===== src/rtl/denormalizer_if.sv =====
// rtl/denormalizer_if.sv - handshake bundle for the denormalizer input and output streams
interface denormalizer_if #(
    parameter int DATA_W = 16,
    parameter int STEP_W = 4
);
    logic              in_valid;
    logic              in_ready;
    logic [DATA_W-1:0] in_data;
    logic [STEP_W-1:0] in_steps;
    logic              out_valid;
    logic              out_ready;
    logic [DATA_W-1:0] out_data;
    logic              out_ovf;

    // Upstream producer / downstream consumer side
    modport master (
        output in_valid, in_data, in_steps, out_ready,
        input  in_ready, out_valid, out_data, out_ovf
    );

    // Denormalizer side
    modport slave (
        input  in_valid, in_data, in_steps, out_ready,
        output in_ready, out_valid, out_data, out_ovf
    );
endinterface


===== src/rtl/denormalizer.sv =====
// rtl/denormalizer.sv - serial left shifter restoring scale (out = in << steps); DENORM_SATURATE_EN enables saturation
module denormalizer #(
    parameter int DATA_W = 16,
    parameter int STEP_W = 4
) (
    input  logic              clk_i,
    input  logic              rst_i,
    denormalizer_if.slave     bus,
    output logic              busy_o
);
    typedef enum logic [1:0] {
        ST_IDLE  = 2'd0,
        ST_SHIFT = 2'd1,
        ST_DONE  = 2'd2
    } state_t;

    state_t            state_q;
    logic [DATA_W-1:0] acc_q;
    logic [STEP_W-1:0] cnt_q;
    logic              ovf_q;
    logic              in_ready_q;
    logic              out_valid_q;
    logic [DATA_W-1:0] out_data_q;
    logic              out_ovf_q;
    logic              busy_q;
    logic [DATA_W-1:0] out_data_d;

    // Result presented in DONE: wrapped accumulator, or all ones on overflow when saturating
    always_comb begin
        out_data_d = acc_q;
`ifdef DENORM_SATURATE_EN
        if (ovf_q) begin
            out_data_d = {DATA_W{1'b1}};
        end
`endif
    end

    // Control FSM with registered handshake outputs
    always_ff @(posedge clk_i) begin
        if (rst_i) begin
            state_q     <= ST_IDLE;
            acc_q       <= '0;
            cnt_q       <= '0;
            ovf_q       <= 1'b0;
            in_ready_q  <= 1'b0;
            out_valid_q <= 1'b0;
            out_data_q  <= '0;
            out_ovf_q   <= 1'b0;
            busy_q      <= 1'b0;
        end else begin
            case (state_q)
                ST_IDLE: begin
                    in_ready_q <= 1'b1;
                    if (bus.in_valid && in_ready_q) begin
                        acc_q      <= bus.in_data;
                        cnt_q      <= bus.in_steps;
                        ovf_q      <= 1'b0;
                        in_ready_q <= 1'b0;
                        busy_q     <= 1'b1;
                        state_q    <= (bus.in_steps != '0) ? ST_SHIFT : ST_DONE;
                    end
                end
                ST_SHIFT: begin
                    acc_q <= acc_q << 1;
                    cnt_q <= cnt_q - STEP_W'(1);
                    ovf_q <= ovf_q | acc_q[DATA_W-1];
                    if (cnt_q == STEP_W'(1)) begin
                        state_q <= ST_DONE;
                    end
                end
                ST_DONE: begin
                    if (out_valid_q && bus.out_ready) begin
                        // Output handshake: release the block; input opens next cycle
                        out_valid_q <= 1'b0;
                        busy_q      <= 1'b0;
                        in_ready_q  <= 1'b1;
                        state_q     <= ST_IDLE;
                    end else begin
                        out_valid_q <= 1'b1;
                        out_data_q  <= out_data_d;
                        out_ovf_q   <= ovf_q;
                    end
                end
                default: begin
                    state_q <= ST_IDLE;
                end
            endcase
        end
    end

    assign bus.in_ready  = in_ready_q;
    assign bus.out_valid = out_valid_q;
    assign bus.out_data  = out_data_q;
    assign bus.out_ovf   = out_ovf_q;
    assign busy_o        = busy_q;
endmodule


===== src/flat_wrapper.sv =====
// flat-port wrapper written by rule: the top's interface ports become plain ports
module denormalizer_flat 
#(
    parameter int DATA_W = 16,
    parameter int STEP_W = 4
)
  (clk_i, rst_i, busy_o, bus_in_valid, bus_in_data, bus_in_steps, bus_out_ready, bus_in_ready, bus_out_valid, bus_out_data, bus_out_ovf);
  denormalizer_if #(.DATA_W(DATA_W), .STEP_W(STEP_W)) bus_i ();
  input  logic clk_i;
  input  logic rst_i;
  output logic busy_o;
  input wire logic [$bits(bus_i.in_valid)-1:0] bus_in_valid;
  input wire logic [$bits(bus_i.in_data)-1:0] bus_in_data;
  input wire logic [$bits(bus_i.in_steps)-1:0] bus_in_steps;
  input wire logic [$bits(bus_i.out_ready)-1:0] bus_out_ready;
  output wire logic [$bits(bus_i.in_ready)-1:0] bus_in_ready;
  output wire logic [$bits(bus_i.out_valid)-1:0] bus_out_valid;
  output wire logic [$bits(bus_i.out_data)-1:0] bus_out_data;
  output wire logic [$bits(bus_i.out_ovf)-1:0] bus_out_ovf;
  assign bus_i.in_valid = bus_in_valid;
  assign bus_i.in_data = bus_in_data;
  assign bus_i.in_steps = bus_in_steps;
  assign bus_i.out_ready = bus_out_ready;
  assign bus_in_ready = bus_i.in_ready;
  assign bus_out_valid = bus_i.out_valid;
  assign bus_out_data = bus_i.out_data;
  assign bus_out_ovf = bus_i.out_ovf;
  denormalizer #(.DATA_W(DATA_W), .STEP_W(STEP_W)) u_core (.clk_i(clk_i), .rst_i(rst_i), .bus(bus_i), .busy_o(busy_o));
endmodule

===== config.mk =====
export PLATFORM = sky130hd
export DESIGN_NAME = denormalizer_flat
export DESIGN_NICKNAME = d
export VERILOG_FILES = /design/src/rtl/denormalizer_if.sv /design/src/rtl/denormalizer.sv /design/src/flat_wrapper.sv
export SDC_FILE = /design/constraint.sdc
export NUM_CORES = 1
export LEC_CHECK = 0
export ABC_AREA = 1
export BUFFER_PORTS_ARGS = -buffer_cell sky130_fd_sc_hd__buf_2
export CORE_UTILIZATION = 40
export CTS_BUF_LIST = sky130_fd_sc_hd__clkbuf_16
export DETAILED_ROUTE_END_ITERATION = 8
export PLACE_DENSITY = 0.64
export SLEW_MARGIN = 10
export SYNTH_ARGS = -nofsm -noshare
export SYNTH_HDL_FRONTEND = slang
export SYNTH_SLANG_ARGS = --single-unit

===== constraint.sdc =====
create_clock -name clk_i -period 1.75 [get_ports clk_i]
set_input_delay 0.175 -clock clk_i [delete_from_list [all_inputs] [get_ports clk_i]]
set_output_delay 0.175 -clock clk_i [all_outputs]
set_load 0.005 [all_outputs]

## Word-level counts from Yosys, hierarchy flattened

Index checks and enable logic that the tools add are counted.

- $add $sub $neg: 1
- Equal/unequal tests: 6
- Mux-type cells: 18
- Bitwise operators: 2
- Reductions and logical operators: 11

Operators by type and width:

| cell | number |
|---|---|
| one-hot mux 16 bit (2 select lines) | 1 |
| 2-to-1 mux 16 bit | 1 |
| 2-to-1 mux 2 bit | 4 |
| one-hot mux 4 bit (2 select lines) | 1 |
| 2-to-1 mux 1 bit | 6 |
| inequality test 2 x 1 -> 1 bit (second input constant) | 3 |
| one-hot mux 1 bit (2 select lines) | 3 |
| one-hot mux 2 bit (3 select lines) | 1 |
| AND reduction 2 bit | 3 |
| AND reduction 3 bit | 2 |
| == test 4 x 1 -> 1 bit (second input constant) | 1 |
| 2-to-1 mux 4 bit | 1 |
| nonzero test 2 bit | 2 |
| nonzero test 4 bit | 1 |
| subtractor 4 x 1 -> 4 bit (second input constant) | 1 |
| == test 2 x 1 -> 1 bit (second input constant) | 1 |
| == test 2 bit (second input constant) | 1 |
| logical AND 1 bit | 2 |
| zero test 2 bit | 1 |
| inverter 1 bit | 1 |
| OR 1 bit | 1 |

- Register bits after elaboration: 43
- Bits of input ports: 24
- Output and inout bits: 20
- Logic and storage cells: 47

## Longest topological paths before layout

Gate-level depths: netlist of the first run.

- Depth in word-level cells: 4
- Depth in mapped cells: 7
- Depth with buffers taken out: 7

## Least setup slack after synthesis of the first run

OpenSTA, ideal clock, no wires.

- Path kind: reg2reg
- From: register u_core.state_q[0]
- To: register u_core.acc_q[12]
- Setup time: 136 ps
- Arrival: 1039 ps
- Required time: 1614 ps
- Setup slack: 574 ps
- Cell stages (with the launch flop): 8
- Buffers on the path: 1
- Period minus slack after synthesis: 1176 ps
- Path through: dfxtp_1 nor2_2 nand2_4 nand2_8 inv_6 buf_8 nand2_1 a21oi_2

- Cells in the longest elaborated chain, start to end: 3
- Elaborated cells between the ends (all ways): 6
- Those cells by class: 2 x eq/ne; 1 x mux; 3 x reduce/logical

Ends and longest elaborated chain:

| what | line | RTL |
|---|---|---|
| start: declaration | denormalizer.sv:17 | `state_t state_q;` |
| start signal: assignment | denormalizer.sv:60 | `state_q <= (bus.in_steps != '0) ? ST_SHIFT : ST_DONE;` |
| zero test 2 bit or == test 2 x 1 -> 1 bit (tied branches) | denormalizer.sv:51 | `case (state_q)` |
| inequality test 2 x 1 -> 1 bit (no line) or nonzero test 2 bit (tied branches) | - |  |
| AND reduction 2 bit (no line) | - |  |
| end signal: assignment | denormalizer.sv:55 | `acc_q <= bus.in_data;` |
| end signal: assignment | denormalizer.sv:64 | `acc_q <= acc_q << 1;` |
| end: declaration | denormalizer.sv:18 | `logic [DATA_W-1:0] acc_q;` |

Parallel ways exist; a longest one is shown, timed or not.
A chain may end at the register's enable or synchronous reset.

## Worst setup path after layout of the first run

- From: register u_core.state_q[1]
- To: register u_core.out_data_q[14], in the netlist u_core.bus.out_data[14]

- Cells in the longest elaborated chain, start to end: 2

Ends and longest elaborated chain:

| what | line | RTL |
|---|---|---|
| == test 2 bit | denormalizer.sv:51 |  |
| AND reduction 2 bit (no line) | - |  |
| end signal: assignment | denormalizer.sv:80 | `out_data_q <= out_data_d;` |
| end: declaration | denormalizer.sv:23 | `logic [DATA_W-1:0] out_data_q;` |

Every way passes these cells.

==> impl_metrics.tcl, run 1 <==
set metrics [dict create \
    path_class "flip-flop to flip-flop" \
    min_path_type "input pin to flip-flop" \
    yosys.cell_types.count 25 \
    setup_viol 0 \
    yosysMostFrequentCell "nand2_1" \
    cts_root_buffer "clkbuf_16" \
    synth_edf_count 0 \
    drtIter0Drc 155 \
    drive_gt1_share_pct 22.76 \
    cp_data_required_time_ns 1.91 \
    antenna_left 0 \
    rsz0062_at_grt "false" \
    r2r-end "u_core.bus.out_data[14]$_SDFFE_PP0P_" \
    ys_seq_area_share_pct 44.27 \
    antenna_found_initial 0 \
    h-tree-depth 2 \
    hold_slack_ns 0.1683 \
    cts_setup_buffers 0 \
    min_to "u_core.acc_q[0]$_SDFFE_PP0P_" \
    worstRegToRegCells 6 \
    status "complete, no violations" \
    grt_pass1_vias 1569 \
    numCtsBuffers 5 \
    clock_latency_ns 0.28 \
    design_area_mm2 0.002318 \
    synth_area_leader_cell "dfxtp_1" \
    wl_per_cell_um 11.50 \
    vias 1748 \
    die_x_um 71.72 \
    crit_path_end_kind "flip-flop" \
    start_util_pct 41.44 \
    synth-seq-cells 43 \
    insertedDiodeCount 0 \
    chipHeight_um 71.72 \
    io_buffers 43 \
    cp-start-kind "flip-flop" \
    core_mm2 0.004692 \
    rrSetupSlack_ns 0.32 \
    ctsHoldBuffers 0 \
    yosysWarnings 0 \
    leakagePower_uw 0.001083 \
    fmax_ghz 0.6987 \
    synthTopCellsByArea "dfxtp_1 44%, nand2_1 18%, nor2_1 7.3%" \
    dominantRegCellSynth "dfxtp_1" \
    track_usage_pct 17.60 \
    regToRegStartpoint "u_core.state_q[1]$_SDFFE_PP0P_" \
    slew_violations 0 \
    synth_top_area_share_pct 44.27 \
    seqCellArea_um2 860.8 \
    drt-total-wl_um 4208 \
    multiInputGateArea_um2 925.9 \
    cts_tree "built" \
    report.power.total_uw 4674 \
    crit_arrival_ns 1.59 \
    cts_max_path_buffers 2 \
    vias_per_cell 4.776 \
    async_flop_share_pct 0 \
    hold_violations 0 \
    nNetsFinal 337 \
    routabilityCongestion 0.8522 \
    worst_clock_skew_ns 0.003178 \
    tns_ns 0 \
    slew_headroom_pct 58.75 \
    syn_nets 296 \
    syn2layout_area_growth_pct 19.24 \
    min-delay-start "bus_in_data[0]" \
    layout_worst_path_cycle_share_pct 81.78 \
    postLayoutCoreUtil_pct 49.41 \
    synth_cells 270 \
    syn-cell-area_mm2 0.001944 \
    cts.reportedPaths.clkPinSlew_ns 0.06 \
    worstMarginPinSlew_ns 0.6181 \
    syn_avg_cell_area_um2 7.201 \
    num_rows 25 \
    place_hpwl_um 2852 \
    min_period_ns 1.431 \
    dr.pass1.iters 4 \
    drcViolationCount 0 \
    clock_sinks 43 \
    dieArea_mm2 0.005144 \
    placed_cell_area_mm2 0.002155 \
    ir_drop_uv 829.2 \
    crit_path_max_fanout 19 \
    synth_commonest_cells "93 x nand2_1, 43 x dfxtp_1, 38 x nor2_1, 19 x a21oi_1, 16 x o21ai_1" \
    ioPinCount 44 \
    grt_max_degree 25 \
    maxCapViolCount 0 \
    grt_pass1_wl_um 6975 \
    fillers 496 \
    globalRouteOverflowTotal 0 \
    cellPowerDensity_mw_per_mm2 2016 \
    min_path_cells 3 \
    cts-resized-gates 0 \
]
==> power breakdown <==
| group | switching, uW | total (uW) | internal (uW) |
|---|---|---|---|
| combinational | 1310 | 2030 | 726 |
| clock | 355 | 1020 | 665 |
| sequential | 252 | 1620 | 1370 |
| total | 1920 | 4670 | 2760 |
==> cell families (layout without fill, tap and decap cells) <==
| kind of cell | after synthesis | after routing | synth area share (%) |
|---|---|---|---|
| and+or+nand+nor | 143 | 143 | 30.50 |
| AOI/OAI and AO/OA | 55 | 55 | 15.83 |
| buffers and inverters | 27 | 69 | 8.108 |
| DFF | 43 | 43 | 44.27 |
| adders and majority gates | 2 | 2 | 1.287 |
==> area by class of cell <==
cell class,instances,area share (%)
timing repair buffer,46,10.25
multi-input combinational,200,39.94
clock buffer,5,5.397
tap,54,2.914
clock inverter,3,1.673
sequential,43,37.13
inverter,15,2.698
==> routing by layer <==
layer | track usage, % | share of wire [%] | wire length, um | vias to the layer above
met3 | 4.641 | 3.2 | 135 | 4
met4 | 5.882 | 0.95 | 40 | 0
met2 | 30.19 | 48 | 2036 | 28
met5 | 0 | 0 | 0 | -
li1 | - | - | - | 934
met1 | 21.36 | 47 | 1996 | 782
==> per-stage QoR <==
stage | cells | setup slack (ns)
final | 366 | 0.3188
after detailed placement | 358 | 0.2952
after global routing | 366 | 0.1525
after CTS | 366 | 0.2904
after floorplan | 270 | 0.5745
after global placement | 358 | 0.3543
==> layout by cell type, fill, tap and decap left out, types with 6 or more instances in the layout <==
cell type,synthesis,layout
nand2_1,93,93
buf_2,0,43
dfxtp_1,43,43
nor2_1,38,38
a21oi_1,19,19
o21ai_1,16,16
inv_1,11,11
o21ai_0,10,10
a21oi_2,8,8
nand3_1,6,6
==> worst max-delay path, stage by stage (launching register included) <==
cell and delay (ns):
dfxtp_1 0.35, inv_2 0.16, nor2_4 0.06, nand2_4 0.18, clkinv_2 0.27, o21ai_0 0.23, a21oi_1 0.06
==> sequential cells by signal, summed over array words and instances (netlist names) <==
signal / count
u_core.acc_q: 16
u_core.bus.out_data: 16
u_core.busy_o: 1
u_core.bus.in_ready: 1
u_core.ovf_q: 1
u_core.bus.out_valid: 1
u_core.cnt_q: 4
u_core.bus.out_ovf: 1
u_core.state_q: 2
==> worst max-delay path by stage <==
stage	start	end	slack (ns)	cells past startpoint
detailed placement	u_core.state_q[1]$_SDFFE_PP0P_	u_core.bus.out_data[14]$_SDFFE_PP0P_	0.30	6
CTS	u_core.state_q[1]$_SDFFE_PP0P_	u_core.bus.out_data[14]$_SDFFE_PP0P_	0.29	6
global route	u_core.state_q[1]$_SDFFE_PP0P_	u_core.bus.out_data[14]$_SDFFE_PP0P_	0.15	6
global placement	u_core.state_q[1]$_SDFFE_PP0P_	u_core.bus.out_data[4]$_SDFFE_PP0P_	0.35	6
floorplan	u_core.state_q[0]$_SDFFE_PP0P_	u_core.acc_q[12]$_SDFFE_PP0P_	0.57	7
finish	u_core.state_q[1]$_SDFFE_PP0P_	u_core.bus.out_data[14]$_SDFFE_PP0P_	0.32	6
Note: power is estimated with default switching activity, not from simulation.
==> run 2: changes to the inputs <==
==> constraint.sdc (replaced) <==
create_clock -name clk_i -period 1.4 [get_ports clk_i]
set_input_delay 0.14 -clock clk_i [delete_from_list [all_inputs] [get_ports clk_i]]
set_output_delay 0.14 -clock clk_i [all_outputs]
set_load 0.005 [all_outputs]
==> impl_metrics.tcl, run 2 (synthesized netlist as in run 1, its figures left out) <==
set metrics [dict create \
    core_mm2 0.004692 \
    cts.reportedPaths.clkPinSlew_ns 0.06 \
    rsz0062_at_grt "false" \
    h-tree-depth 2 \
    design_area_mm2 0.002384 \
    ir_drop_uv 1049 \
    nNetsFinal 342 \
    final_cell_mix "93 x nand2_1, 43 x buf_2, 42 x dfxtp_1" \
    wl_per_cell_um 11.45 \
    vias_per_cell 4.887 \
    worstMarginPinSlew_ns 0.2972 \
    insertedDiodeCount 0 \
    crit_path_end_kind "flip-flop" \
    hold_slack_ns 0.1239 \
    report.power.total_uw 6145 \
    chipHeight_um 71.72 \
    numCtsBuffers 5 \
    globalRouteOverflowTotal 0 \
    fmax_ghz 0.7860 \
    syn2layout_area_growth_pct 22.59 \
    slew_violations 0 \
    min_path_type "input pin to flip-flop" \
    grt_max_degree 25 \
    min_period_ns 1.272 \
    switching_share_pct 39.42 \
    tns_ns 0 \
    worst_clock_skew_ns 0.003651 \
    drive_gt1_share_pct 24.29 \
    drt-total-wl_um 4249 \
    drtIter0Drc 124 \
    ctsHoldBuffers 0 \
    cts_root_buffer "clkbuf_16" \
    cellPowerDensity_mw_per_mm2 2578 \
    leakagePower_uw 0.001121 \
    cts_tree "built" \
    cts_max_path_buffers 2 \
    io_buffers 43 \
    layout_commonest_cell "nand2_1" \
    grt_pass1_vias 1622 \
    slew_headroom_pct 80.16 \
    comb_power_share_pct 43.0 \
    routabilityCongestion 0.8445 \
    status "complete, no violations" \
    drcViolationCount 0 \
    dieArea_mm2 0.005144 \
    cts-resized-gates 0 \
    track_usage_pct 18.08 \
    hold_violations 0 \
    start_util_pct 41.44 \
    grt_pass1_wl_um 7169 \
    cp_data_required_time_ns 1.61 \
    clockPowerShare_pct 23.9 \
    antenna_left 0 \
    clock_latency_ns 0.28 \
    layout_worst_path_cycle_share_pct 90.88 \
    path_class "flip-flop to flip-flop" \
    power_frac_seq_pct 33.0 \
    dr.pass1.iters 4 \
    setup_viol 0 \
    power.internal_uw 3723 \
    clock_sinks 43 \
    antenna_found_initial 0 \
    cts_setup_buffers 0 \
    die_x_um 71.72 \
    fillers 501 \
    placed_cell_area_mm2 0.002192 \
    p_sw_uw 2422 \
    crit_arrival_ns 1.48 \
    maxCapViolCount 0 \
    cp-start-kind "flip-flop" \
    crit_path_max_fanout 24 \
    num_rows 25 \
    place_hpwl_um 2943 \
    ioPinCount 44 \
    vias 1813 \
]
run 2: routing by layer:
layer  track usage, %  part of all wire (%)  vias to the layer above
met5                0                     0                        -
met4            6.536                  0.94                        0
met3            4.641                   3.3                        5
met2            31.97                    50                       31
met1            21.05                    46                      828
li1                 -                     -                      949
run 2: power groups by stage:
stage          clock network (uW)  logic, uW  registers [uW]
3_3_place_gp                    0       2620            2050
3_5_place_dp                    0       2650            2050
6_report                     1470       2640            2030
2_1_floorplan                   0       2130            2030
4_1_cts                      1500       2670            2030
5_1_grt                      1550       3050            2100
run 2: per-stage QoR:
step | util [%] | worst slack (ns) | instances
finish | 50.80 | 0.1277 | 371
global route | 50.80 | 0.02547 | 371
CTS | 50.75 | 0.04341 | 371
detailed placement | 46.72 | 0.06341 | 363
global placement | 46.72 | 0.1200 | 363
floorplan | - | 0.2245 | 270
run 2: cell type report:
class | count | area, um^2 | share of cell area [%]
sequential | 43 | 862.1 | 36.17
multi-input combinational | 200 | 925.9 | 38.85
tap | 54 | 67.56 | 2.835
timing repair buffer | 51 | 275.3 | 11.55
clock inverter | 3 | 63.81 | 2.677
inverter | 15 | 63.81 | 2.677
clock buffer | 5 | 125.1 | 5.249
run 2: worst paths after layout:
path | slack (ns) | from | cells past startpoint | endpoint
max | 0.13 | u_core.state_q[0]$_SDFFE_PP0P_ | 6 | u_core.acc_q[11]$_SDFFE_PP0P_
max reg2reg | 0.13 | u_core.state_q[0]$_SDFFE_PP0P_ | 6 | u_core.acc_q[11]$_SDFFE_PP0P_
min | 0.12 | bus_in_data[0] | 3 | u_core.acc_q[0]$_SDFFE_PP0P_
min reg2reg | 0.46 | u_core.busy_o$_SDFFE_PP0P_ | 2 | u_core.busy_o$_SDFFE_PP0P_
run 2: worst max-delay path, cell delays in order, from the launching register on:
cell and delay [ns]:
dfxtp_1 0.49, nor2_2 0.10, nand2_4 0.12, nand2_8 0.14, inv_6 0.16, nand2_1 0.07, a21oi_1 0.13
==> run 3: changes to the inputs <==
--- a/config.mk
+++ b/config.mk
@@ -11,6 +11,7 @@
 export CTS_BUF_LIST = sky130_fd_sc_hd__clkbuf_16
 export DETAILED_ROUTE_END_ITERATION = 8
 export PLACE_DENSITY = 0.64
+export RECOVER_POWER = 50
 export SLEW_MARGIN = 10
 export SYNTH_ARGS = -nofsm -noshare
 export SYNTH_HDL_FRONTEND = slang
==> impl_metrics.tcl, run 3 (synthesized netlist as in run 1, its figures left out) <==
set metrics [dict create \
    status "complete, no violations" \
    min_path_type "input pin to flip-flop" \
    slew_violations 0 \
    placed_cell_area_mm2 0.002192 \
    postLayoutCoreUtil_pct 50.53 \
    globalRouteOverflowTotal 0 \
    crit_arrival_ns 1.49 \
    cp_data_required_time_ns 1.61 \
    antenna_left 0 \
    cts.reportedPaths.clkPinSlew_ns 0.06 \
    clock_sinks 43 \
    num_rows 25 \
    rsz0062_at_grt "false" \
    ir_drop_uv 1050 \
    worst_clock_skew_ns 0.003062 \
    cts_max_path_buffers 2 \
    drt-total-wl_um 4225 \
    syn2layout_area_growth_pct 21.94 \
    cts_root_buffer "clkbuf_16" \
    maxCapViolCount 0 \
    clock_latency_ns 0.28 \
    cts_tree "built" \
    drtIter0Drc 127 \
    grt_pass1_vias 1622 \
    setup_viol 0 \
    layout_worst_path_cycle_share_pct 91.15 \
    tns_ns 0 \
    wl_per_cell_um 11.39 \
    drive_gt1_share_pct 23.03 \
    die_x_um 71.72 \
    place_hpwl_um 2943 \
    crit_path_end_kind "flip-flop" \
    start_util_pct 41.44 \
    vias_per_cell 4.873 \
    leakagePower_uw 0.001103 \
    cp-start-kind "flip-flop" \
    path_class "flip-flop to flip-flop" \
    dieArea_mm2 0.005144 \
    nNetsFinal 342 \
    min_period_ns 1.276 \
    cellPowerDensity_mw_per_mm2 2581 \
    core_mm2 0.004692 \
    hold_violations 0 \
    place_inst 363 \
    fmax_ghz 0.7837 \
    layout.cells.non_filler 371 \
    ioPinCount 44 \
    chipHeight_um 71.72 \
    h-tree-depth 2 \
    worstMarginPinSlew_ns 0.2948 \
    grt_max_degree 25 \
    cts_setup_buffers 0 \
    routabilityCongestion 0.8445 \
    numCtsBuffers 5 \
    layout_commonest_cell "nand2_1" \
    slew_headroom_pct 80.32 \
    io_buffers 43 \
    vias 1808 \
    insertedDiodeCount 0 \
    drcViolationCount 0 \
    track_usage_pct 18.08 \
    final_cell_mix "93 x nand2_1, 42 x dfxtp_1, 39 x buf_2" \
    antenna_found_initial 0 \
    design_area_mm2 0.002371 \
    crit_path_max_fanout 24 \
    dr.pass1.iters 4 \
    grt_pass1_wl_um 7169 \
]
[run 3: cell count changes in the layout (fill, tap and decap cells not counted), sizes merged]
cell / change
buf: -5
clkbuf: +5
[run 3: worst paths after layout]
| kind | start | endpoint | slack [ns] | cells past startpoint |
|---|---|---|---|---|
| worst max-delay path | u_core.state_q[0]$_SDFFE_PP0P_ | u_core.acc_q[5]$_SDFFE_PP0P_ | 0.12 | 6 |
| worst min-delay path | bus_in_data[0] | u_core.acc_q[0]$_SDFFE_PP0P_ | 0.12 | 3 |
| worst max register to register | u_core.state_q[0]$_SDFFE_PP0P_ | u_core.acc_q[5]$_SDFFE_PP0P_ | 0.12 | 6 |
| worst min register to register | u_core.busy_o$_SDFFE_PP0P_ | u_core.busy_o$_SDFFE_PP0P_ | 0.46 | 2 |
[run 3: final cells by class]
type | instances | area (um^2)
clock buffers | 5 | 125.1
inverters | 15 | 63.81
repair buffers | 51 | 267.8
flip-flops and latches | 43 | 862.1
well taps | 54 | 67.56
fillers | 503 | 2321
clock inverters | 3 | 63.81
multi-input cells | 200 | 920.9
[run 3: what timing repair did]
action / 4_1_cts / 5_1_grt
resized for setup: 0 / 2
endpoints found under the setup margin: 0 / 10
hold buffers: 0 / 0
[run 3: metrics by stage]
step                      hold WS [ns]  total power (uW)  worst slack (ns)
after global placement          0.4169              4670            0.1200
after global routing            0.1484              6669           0.01871
final                           0.1235              6119            0.1240
after floorplan                 0.3045              4155            0.2245
after CTS                       0.1199              6196           0.04341
after detailed placement        0.4175              4707           0.06341
[run 3: report_power, final]
group / internal (uW) / leakage, uW / total (uW) / switching [uW]
registers: 1710 / 0.000352 / 2030 / 317
clock network: 1010 / 0.0000952 / 1470 / 459
logic: 969 / 0.000655 / 2610 / 1650
[run 3: metal layers]
metal,vias to the layer above,part of all wire [%],track usage [%]
li1,951,-,-
met1,819,45,21.05
met2,32,50,31.97
met3,6,3.6,4.641
met4,0,1.2,6.536
met5,-,0,0
[run 3: worst max-delay path, stage by stage (launching register included)]
cell and delay (ns):
dfxtp_1 0.49, nor2_2 0.10, nand2_4 0.12, nand2_8 0.14
inv_6 0.16, nand2_1 0.07, a21oi_1 0.13
